[src/rtl/adc_sample_scheduler.sv]
// adc_sample_scheduler
//   Generates the audio sample-rate tick. On each tick it sweeps the enabled
//   ADC channels in ascending order. For each channel it issues one conversion
//   request, waits for completion (bounded by TIMEOUT) and publishes the result
//   as a one-cycle sample strobe.
//
// Ports
//   clk, reset                 system clock, synchronous active-high reset
//   enable                     tick counter runs while high, held at 0 otherwise
//   chan_mask                  channel enables, captured when a sweep starts
//   clear_flags                pulse, clears overrun / timeout_err (a set wins)
//   adc_start, adc_addr        conversion request and channel address to the SPI side
//   adc_done, adc_data         conversion complete strobe and result from the SPI side
//   smp_valid, smp_chan/data   published sample strobe, channel and data
//   sweep_done                 pulse with the last sample of a sweep
//   overrun, timeout_err       sticky error flags
//
// state   | meaning
// --------+---------------------------------------------------------------
// IDLE    | waiting for a tick with a non-empty channel mask
// SELECT  | pick the lowest pending channel at or above ch
// START   | one-cycle conversion request, timeout counter cleared
// WAIT    | waiting for adc_done, aborts the sweep after TIMEOUT cycles
// PUBLISH | sample strobe; next channel or end of sweep

module adc_sample_scheduler #(
  parameter int SAMPLE_DIV = 1000,
  parameter int NUM_CH     = 8,
  parameter int DATA_W     = 12,
  parameter int TIMEOUT    = 255
) (
  input  logic                       clk,
  input  logic                       reset,
  input  logic                       enable,
  input  logic [NUM_CH-1:0]          chan_mask,
  input  logic                       clear_flags,
  output logic                       adc_start,
  output logic [$clog2(NUM_CH)-1:0]  adc_addr,
  input  logic                       adc_done,
  input  logic [DATA_W-1:0]          adc_data,
  output logic                       smp_valid,
  output logic [$clog2(NUM_CH)-1:0]  smp_chan,
  output logic [DATA_W-1:0]          smp_data,
  output logic                       sweep_done,
  output logic                       overrun,
  output logic                       timeout_err
);

  localparam int CH_W  = $clog2(NUM_CH);
  localparam int CNT_W = $clog2(SAMPLE_DIV);
  localparam int TO_W  = $clog2(TIMEOUT + 1);
  localparam logic [CNT_W-1:0] TICK_LAST = CNT_W'(SAMPLE_DIV - 1);
  // The expiry compare fires in the TIMEOUT-th WAIT cycle.
  localparam logic [TO_W-1:0]  TO_LAST   = TO_W'(TIMEOUT - 1);
  localparam logic [TO_W-1:0]  TO_MAX    = TO_W'(TIMEOUT);

  typedef enum logic [2:0] {
    S_IDLE, S_SELECT, S_START, S_WAIT, S_PUBLISH
  } state_t;

  state_t            state, state_next;
  logic [CNT_W-1:0]  tick_cnt;
  logic              tick;
  logic [NUM_CH-1:0] mask_q;
  logic [CH_W-1:0]   ch;
  logic [TO_W-1:0]   to_cnt;
  logic              to_expire;
  logic              sweep_go;
  logic [CH_W-1:0]   sel_ch;
  logic              sel_found;
  logic              more_pending;

  assign tick      = enable && (tick_cnt == TICK_LAST);
  assign to_expire = (to_cnt == TO_LAST);
  assign sweep_go  = tick && (chan_mask != '0);
  assign adc_addr  = ch;

  // Lowest pending channel at index >= ch, and whether any pending channel lies above ch.
  always_comb begin
    sel_found    = 1'b0;
    sel_ch       = '0;
    more_pending = 1'b0;
    for (int i = NUM_CH - 1; i >= 0; i--) begin
      if (mask_q[i] && (i >= int'(ch))) begin
        sel_found = 1'b1;
        sel_ch    = CH_W'(i);
      end
      if (mask_q[i] && (i > int'(ch))) begin
        more_pending = 1'b1;
      end
    end
  end

  always_ff @(posedge clk) begin
    if (reset) state <= S_IDLE;
    else       state <= state_next;
  end

  always_comb begin
    state_next = state;
    case (state)
      S_IDLE:    if (sweep_go) state_next = S_SELECT;
      S_SELECT:  state_next = sel_found ? S_START : S_IDLE;
      S_START:   state_next = S_WAIT;
      S_WAIT: begin
        if (adc_done)       state_next = S_PUBLISH;
        else if (to_expire) state_next = S_IDLE;
      end
      S_PUBLISH: state_next = more_pending ? S_SELECT : S_IDLE;
      default:   state_next = S_IDLE;
    endcase
  end

  always_comb begin
    adc_start  = (state == S_START);
    smp_valid  = (state == S_PUBLISH);
    sweep_done = (state == S_PUBLISH) && !more_pending;
  end

  always_ff @(posedge clk) begin
    if (reset) begin
      tick_cnt    <= '0;
      mask_q      <= '0;
      ch          <= '0;
      to_cnt      <= '0;
      smp_chan    <= '0;
      smp_data    <= '0;
      overrun     <= 1'b0;
      timeout_err <= 1'b0;
    end else begin
      if (!enable || tick) tick_cnt <= '0;
      else                 tick_cnt <= tick_cnt + 1'b1;

      case (state)
        S_IDLE: begin
          if (sweep_go) begin
            mask_q <= chan_mask;
            ch     <= '0;
          end
        end
        S_SELECT: begin
          if (sel_found) ch <= sel_ch;
        end
        S_START: begin
          to_cnt <= '0;
        end
        S_WAIT: begin
          if (adc_done) begin
            smp_data <= adc_data;
            smp_chan <= ch;
          end else if (to_cnt != TO_MAX) begin
            to_cnt <= to_cnt + 1'b1;
          end
        end
        S_PUBLISH: begin
          mask_q[ch] <= 1'b0;
          if (more_pending) ch <= ch + 1'b1;
        end
        default: ;
      endcase

      // Sticky flags: a set in the same cycle as clear_flags wins.
      if (tick && (state != S_IDLE)) overrun <= 1'b1;
      else if (clear_flags)          overrun <= 1'b0;

      if ((state == S_WAIT) && !adc_done && to_expire) timeout_err <= 1'b1;
      else if (clear_flags)                            timeout_err <= 1'b0;
    end
  end

endmodule

[config.mk]
export PLATFORM = sky130hd
export DESIGN_NAME = adc_sample_scheduler
export DESIGN_NICKNAME = d
export VERILOG_FILES = /design/src/rtl/adc_sample_scheduler.sv
export SDC_FILE = /design/constraint.sdc
export NUM_CORES = 1
export LEC_CHECK = 0
export BUFFER_PORTS_ARGS = -buffer_cell sky130_fd_sc_hd__buf_4
export CAP_MARGIN = 20
export CORE_AREA = 3 3 75 77
export CTS_BUF_LIST = sky130_fd_sc_hd__clkbuf_8 sky130_fd_sc_hd__clkbuf_16
export DETAILED_ROUTE_END_ITERATION = 7
export DIE_AREA = 0 0 78 80
export PLACE_DENSITY = 0.71
export SETUP_SLACK_MARGIN = 0.5
export SLEW_MARGIN = 10
export SYNTH_ARGS = -nofsm -noshare
export SYNTH_HDL_FRONTEND = slang
export SYNTH_SLANG_ARGS = --single-unit
export TNS_END_PERCENT = 50
[constraint.sdc]
create_clock -name clk -period 3.8 [get_ports clk]
set_input_delay 0.19 -clock clk [delete_from_list [all_inputs] [get_ports clk]]
set_output_delay 0.19 -clock clk [all_outputs]
set_load 0.03 [all_outputs]
==> results.md, run 1 <==
- Delay-heaviest family, CP: flip-flops
- Largest net degree at the start of global routing: 40
- Setup WS pre-CTS: 1.46 ns
- WHS Path Cells: 3
- Fmax: 402 MHz
- Hold WC Path Type: primary input to flop
- Seq/Total Area, Yosys: 39.9%
- CTS root buffer: clkbuf_8
- Largest family of logic cells by synthesized area: simple AND/OR/NAND/NOR gates
- P_int: 0.682 mW
- Num CTS Buffers: 5
- Clock skew: 0.00409 ns
- Unrepaired setup endpoints after global routing: false
- CP max-delay cell: dfxtp_1
- Clock-pin slew on the worst setup and hold paths: 0.09 ns
- GRT overflow: 0
- Seq cells post-synth: 49
- Clock share of power: 37.5%
- Final #Nets: 372
- Pre-Repair DR Iteration Count: 4
- Ys async rst share: 0%
- Residual DRC count: 0
- Layout Area Growth over Synthesis: 18.4%
- Arr. time, crit path: 2.30 ns
- FP Rows: 26
- Worst Path Max Fanout: 16
- Core ar.: 5070 um2
- Critical path startpoint category: flop
- Fin util: 57.3%
- Max cap viols: 0
- Syn. warnings: 0
- GPL Wtd Cong: 0.909
- Compound-cell area share of the yosys netlist: 18.0%
- PostCTS Resize Cnt: 0
- Net Switching: 0.195 mW
- Final Max Slew Viols: 0
- TritonCTS clock tree: done
- Syn_area_per_cell: 8.08 um2
- Ant diodes: 0
- Total power: 0.878 mW
- Setup CP Type: flop to primary output
- Clock Path Buffers: 2
- Post-Syn Area: 2460 um2
- Met2 wire length: 2480 um
- Mux cell area share after synthesis: 1.27%
- DRT met1 WL: 2560 um
- Synth Area in Simple Gates: 28.5%
- Met3 WL post-DR: 330 um
- Cell Pwr Density: 302 nW/um2
- Xor/xnor share of the synthesized area: 4.28%
- Port bufs: 47
- Dpl hpwl: 3880 um
- Final Hold Vio Count: 0
- Clk_lat worst skew: 0.31 ns
- IO Count: 48
- GRT Overall Usage: 18.2%
- First-pass GRT wire length: 9300 um
- Worst path required time: 3.61 ns
- Die width: 78 um
- Hold-fix buffers, CTS: 0
- ANT nets after route: 0
- Post-route worst setup slack: 1.31 ns
- Status: finished clean
- WL per Instance: 13.2 um
- Die Area: 6240 um2
- Sum Neg Setup Slack: 0 ns
- Adder-Cell Fraction of Synth Area: 3.56%
- Clk sinks: 49
- Post-synth EDFFs: 0
- Drt via density: 5.52
- Layout cells sized above 1: 19.6%
- DR top layer: met4
- Critical path's largest stage delay: 0.68 ns
- Post-Syn Nets: 336
- Worst slew pin tran: 0.685 ns
- Tcrit/Tclk final: 65.5%
- Critical Path Stages: 6
- WP buf/inv: 2
- Post-layout minimum cycle time: 2.49 ns
- Crit end category: primary output
- Reg2reg path depth: 7
- Post-CTS Setup Repair Bufs: 0
- Slew headroom: 54.3%
- Number of global-route vias before repair: 2087
- Cells after synthesis: 304
- Crit-path cells: inv_1 -> o41a_1 -> o21ai_1 -> nand4_1 -> nor2_1 -> buf_4
- Peak VDD IR: 0.250 mV
- Seq pwr share: 58.7%
- Starting DRT DRC Count: 183
- Leak Pwr: 1.14 nW
- Ys flop type: dfxtp_1
- Logic pwr share: 3.9%
- Sw Ratio: 22.2%
- H-tree Lvls: 2
- Chip Height: 80 um
- Initial Utilization: 48.4%
- Via Count: 2269
- Final setup viols: 0
- Initial antenna violation count: 0
- Routed wire length: 5440 um
- Library cells used by synthesis: 59
[flip-flops by register name, indices dropped and copies added (netlist names)]
name	cells
overrun	1
to_cnt	8
adc_addr	3
state	3
smp_chan	3
timeout_err	1
tick_cnt	10
smp_data	12
mask_q	8
[power groups by stage]
stage | sequential (mW) | clock (mW) | combinational, mW
floorplan | 0.527 | 0 | 0.0113
global placement | 0.527 | 0 | 0.0342
detailed placement | 0.527 | 0 | 0.0340
CTS | 0.515 | 0.339 | 0.0341
global route | 0.515 | 0.360 | 0.0375
finish | 0.515 | 0.329 | 0.0340
[layer usage]
| metal | vias up | global-route usage (%) |
|---|---|---|
| li1 | 1142 | - |
| met2 | 60 | 28.2 |
| met3 | 7 | 4.74 |
| met1 | 1060 | 24.0 |
| met4 | 0 | 8.04 |
| met5 | - | 0 |
[metrics by stage]
step,hold slack (ns),cell area [um2],cells
final,0.119,2910,411
after global placement,0.429,2810,403
after detailed placement,0.441,2810,403
after floorplan,0.326,2460,304
after global routing,0.120,2910,411
after CTS,0.115,2910,411
[Yosys cell counts (4+ instances only)]
| cell | number | area share (%) |
|---|---|---|
| ha_1 | 7 | 3.6 |
| dfxtp_1 | 49 | 40 |
| nor2b_1 | 4 | 1.0 |
| nor2_1 | 37 | 5.7 |
| nand4_1 | 6 | 1.5 |
| o21ai_0 | 9 | 1.8 |
| inv_1 | 5 | 0.76 |
| or3_1 | 4 | 1.0 |
| o31ai_1 | 4 | 1.2 |
| nand3_1 | 10 | 2.0 |
| nand2_1 | 44 | 6.7 |
| clkbuf_1 | 11 | 1.7 |
| a31oi_1 | 4 | 1.0 |
| nand2b_1 | 4 | 1.0 |
| xor2_1 | 10 | 3.6 |
| a21oi_1 | 31 | 6.3 |
| buf_2 | 4 | 0.81 |
| and3_1 | 5 | 1.3 |
[kinds of logic after synthesis]
family          count (synthesis)
buf+inv                        24
compound gates                 69
mux                             3
simple gates                  140
flops                          49
fa+ha+maj                       7
xor+xnor                       12
[layout make-up]
class                   instances  area [um2]
well taps                      70        87.6
multi-input cells             231        1370
clock buffers                   6        82.6
inverters                       6        22.5
clock inverters                 2        16.3
fillers                       507        2170
flip-flops and latches         49         981
repair buffers                 47         353
[cells in the final DEF (no fill, tap or decap), types with 3 or more instances in the layout]
cell type and count:
nand2b_1 4, o31ai_1 4, clkbuf_8 6, o21ai_0 9, a21oi_1 31, inv_1 5
nand2_1 44, buf_4 47, nor2_1 37, a31oi_1 4, nor4_1 3, nor2b_1 4
xor2_1 10, and3_1 5, ha_1 7, or3_1 4, nand4_1 6, nand3_1 10
dfxtp_1 49, and4_1 3, nand3b_1 3
[final timing paths]
check / startpoint / end / slack [ns]
worst max-delay path: adc_addr[1]$_SDFFE_PP0P_ / sweep_done / 1.31
worst min-delay path: adc_data[4] / smp_data[4]$_SDFFE_PP0P_ / 0.12
worst max register to register: adc_addr[1]$_SDFFE_PP0P_ / adc_addr[0]$_SDFFE_PP0P_ / 1.41
worst min register to register: smp_data[5]$_SDFFE_PP0P_ / smp_data[5]$_SDFFE_PP0P_ / 0.46
[tightest hold or removal path, delay by kind of cell]
family / cells / cell delay (ns)
AO/OA/AOI/OAI: 1 / 0.05
buffers and inverters: 1 / 0.11
AND/OR/NAND/NOR: 1 / 0.04
No activity file was read; power rests on OpenSTA's default activity.
==> inputs of run 2 (changes only) <==
clock period = 2.5 ns   (was 3.8 ns; I/O delays follow)
==> results.md, run 2 (synthesis gave the netlist of run 1 again) <==
- Setup CP Type: flop to flop
- Number of global-route vias before repair: 2174
- Initial antenna violation count: 0
- Clock-pin slew on the worst setup and hold paths: 0.09 ns
- Die width: 78 um
- Final Hold Vio Count: 0
- Worst slew pin tran: 0.601 ns
- Die Area: 6240 um2
- Commonest non-fill, non-tap cells in the layout: buf_4 (59), nand2_1 (44), dfxtp_1 (44)
- WL per Instance: 13.9 um
- Peak VDD IR: 0.408 mV
- Drt via density: 5.55
- Clock Path Buffers: 2
- Fmax: 490 MHz
- Sum Neg Setup Slack: 0 ns
- Residual DRC count: 0
- Most used routing layer: met2
- Routed wire length: 5910 um
- Critical path startpoint category: flop
- FP Rows: 26
- Leak Pwr: 1.21 nW
- Unrepaired setup endpoints after global routing: true
- Layout cells sized above 1: 27.4%
- Hold WC Path Type: primary input to flop
- GPL Wtd Cong: 0.900
- CTS root buffer: clkbuf_8
- Dpl hpwl: 3940 um
- WHS Path Cells: 3
- Worst Hold End: mask_q[2]$_SDFFE_PP0P_
- Core ar.: 5070 um2
- Clock skew: 0.00867 ns
- FF-to-FF setup slack: 0.46 ns
- GRT met1 Usage: 25.2%
- Max cap viols: 0
- Num CTS Buffers: 5
- GRT overflow: 0
- IO Count: 48
- Arr. time, crit path: 2.25 ns
- Chip Height: 80 um
- Status: finished clean
- Layout Area Growth over Synthesis: 26.6%
- Total power: 1.31 mW
- H-tree Lvls: 2
- Clk sinks: 49
- TritonCTS clock tree: done
- Worst path required time: 2.71 ns
- RR Endpoint: adc_addr[2]$_SDFFE_PP0P_
- Reg2reg path depth: 7
- Top reg by flops: smp_data
- Via Count: 2352
- Final setup viols: 0
- Initial Utilization: 48.4%
- Top Registers: smp_data (12), tick_cnt (10)
- Cell Pwr Density: 420 nW/um2
- Max reg flops: 12
- Port bufs: 47
- Final Max Slew Viols: 0
- Clk_lat worst skew: 0.30 ns
- Critical path's largest stage delay: 0.42 ns
- Slew headroom: 59.8%
- Post-layout minimum cycle time: 2.04 ns
- M2 GR Usage: 31.3%
- Crit-path cells: buf_4 -> ha_1 -> or2b_1 -> a31oi_1 -> a32oi_1 -> or4_4 -> o31ai_1
- Pre-Repair DR Iteration Count: 4
- Crit end category: flop
- Largest net degree at the start of global routing: 40
- CP max-delay cell: or4_4
- Worst reg2reg startpoint: adc_addr[1]$_SDFFE_PP0P_
- Hold wc startpoint: chan_mask[2]
- Starting DRT DRC Count: 177
- M3 GR Usage: 5.42%
- Commonest non-fill, non-tap cell in the layout: buf_4
- Worst Path Max Fanout: 5
- Ant diodes: 0
- Tcrit/Tclk final: 81.7%
- Fin util: 61.3%
- GRT Overall Usage: 19.5%
- Final #Nets: 385
- ANT nets after route: 0
- Hold_ws: 0.0637 ns
- First-pass GRT wire length: 9800 um
## run 2: cell count changes in the layout (fill, tap and decap cells not counted), sizes merged
cell,before,now
inv,7,6
clkinvlp,1,2
buf,47,60
## run 2: stage by stage
stage	instance area, um2	worst slack (ns)	instances
after global routing	3110	0.373	424
after detailed placement	2850	0.401	404
after global placement	2850	0.403	404
after floorplan	2500	0.509	304
final	3110	0.459	424
after CTS	3080	0.486	421
## run 2: what timing repair did
item	CTS	global route
resized for setup	14	5
hold buffers	0	0
endpoints found under the setup margin	7	11
pin swaps	5	8
setup buffers	9	3
## run 2: where the power goes
| part | internal (mW) | switching [mW] |
|---|---|---|
| sequential | 0.778 | 0.00205 |
| combinational | 0.0287 | 0.0240 |
| clock | 0.221 | 0.254 |
## run 2: worst max-delay path by stage
| stage | start | end | slack (ns) | cells past startpoint |
|---|---|---|---|---|
| 6_report | adc_addr[1]$_SDFFE_PP0P_ | adc_addr[2]$_SDFFE_PP0P_ | 0.46 | 7 |
| 5_1_grt | adc_addr[1]$_SDFFE_PP0P_ | adc_addr[2]$_SDFFE_PP0P_ | 0.37 | 7 |
| 3_3_place_gp | adc_addr[1]$_SDFFE_PP0P_ | adc_addr[1]$_SDFFE_PP0P_ | 0.40 | 8 |
| 2_1_floorplan | adc_addr[1]$_SDFFE_PP0P_ | adc_addr[1]$_SDFFE_PP0P_ | 0.51 | 7 |
| 4_1_cts | adc_addr[1]$_SDFFE_PP0P_ | adc_addr[2]$_SDFFE_PP0P_ | 0.49 | 7 |
| 3_5_place_dp | adc_addr[2]$_SDFFE_PP0P_ | adc_addr[2]$_SDFFE_PP0P_ | 0.40 | 7 |
## run 2: per-layer routing
metal	wire [um]	vias to the layer above	part of all wire (%)
met3	361	10	6.1
met2	2830	68	48
met1	2620	1107	44
met4	90	0	1.5
met5	0	-	0
li1	-	1167	-
## run 2: final cells by class
cell class              count  area [um2]
fillers                   474        1960
multi-input cells         231        1450
flip-flops and latches     49         995
repair buffers             60         454
well taps                  70        87.6
clock buffers               6        82.6
inverters                   6        31.3
clock inverters             2        11.3
## run 2: critical path: cells and delay by family, from the launching register on
family	cells	cell delay, ns
simple gates	2	0.68
compound gates	3	0.56
flops	1	0.39
fa+ha+maj	1	0.18
buf+inv	1	0.14
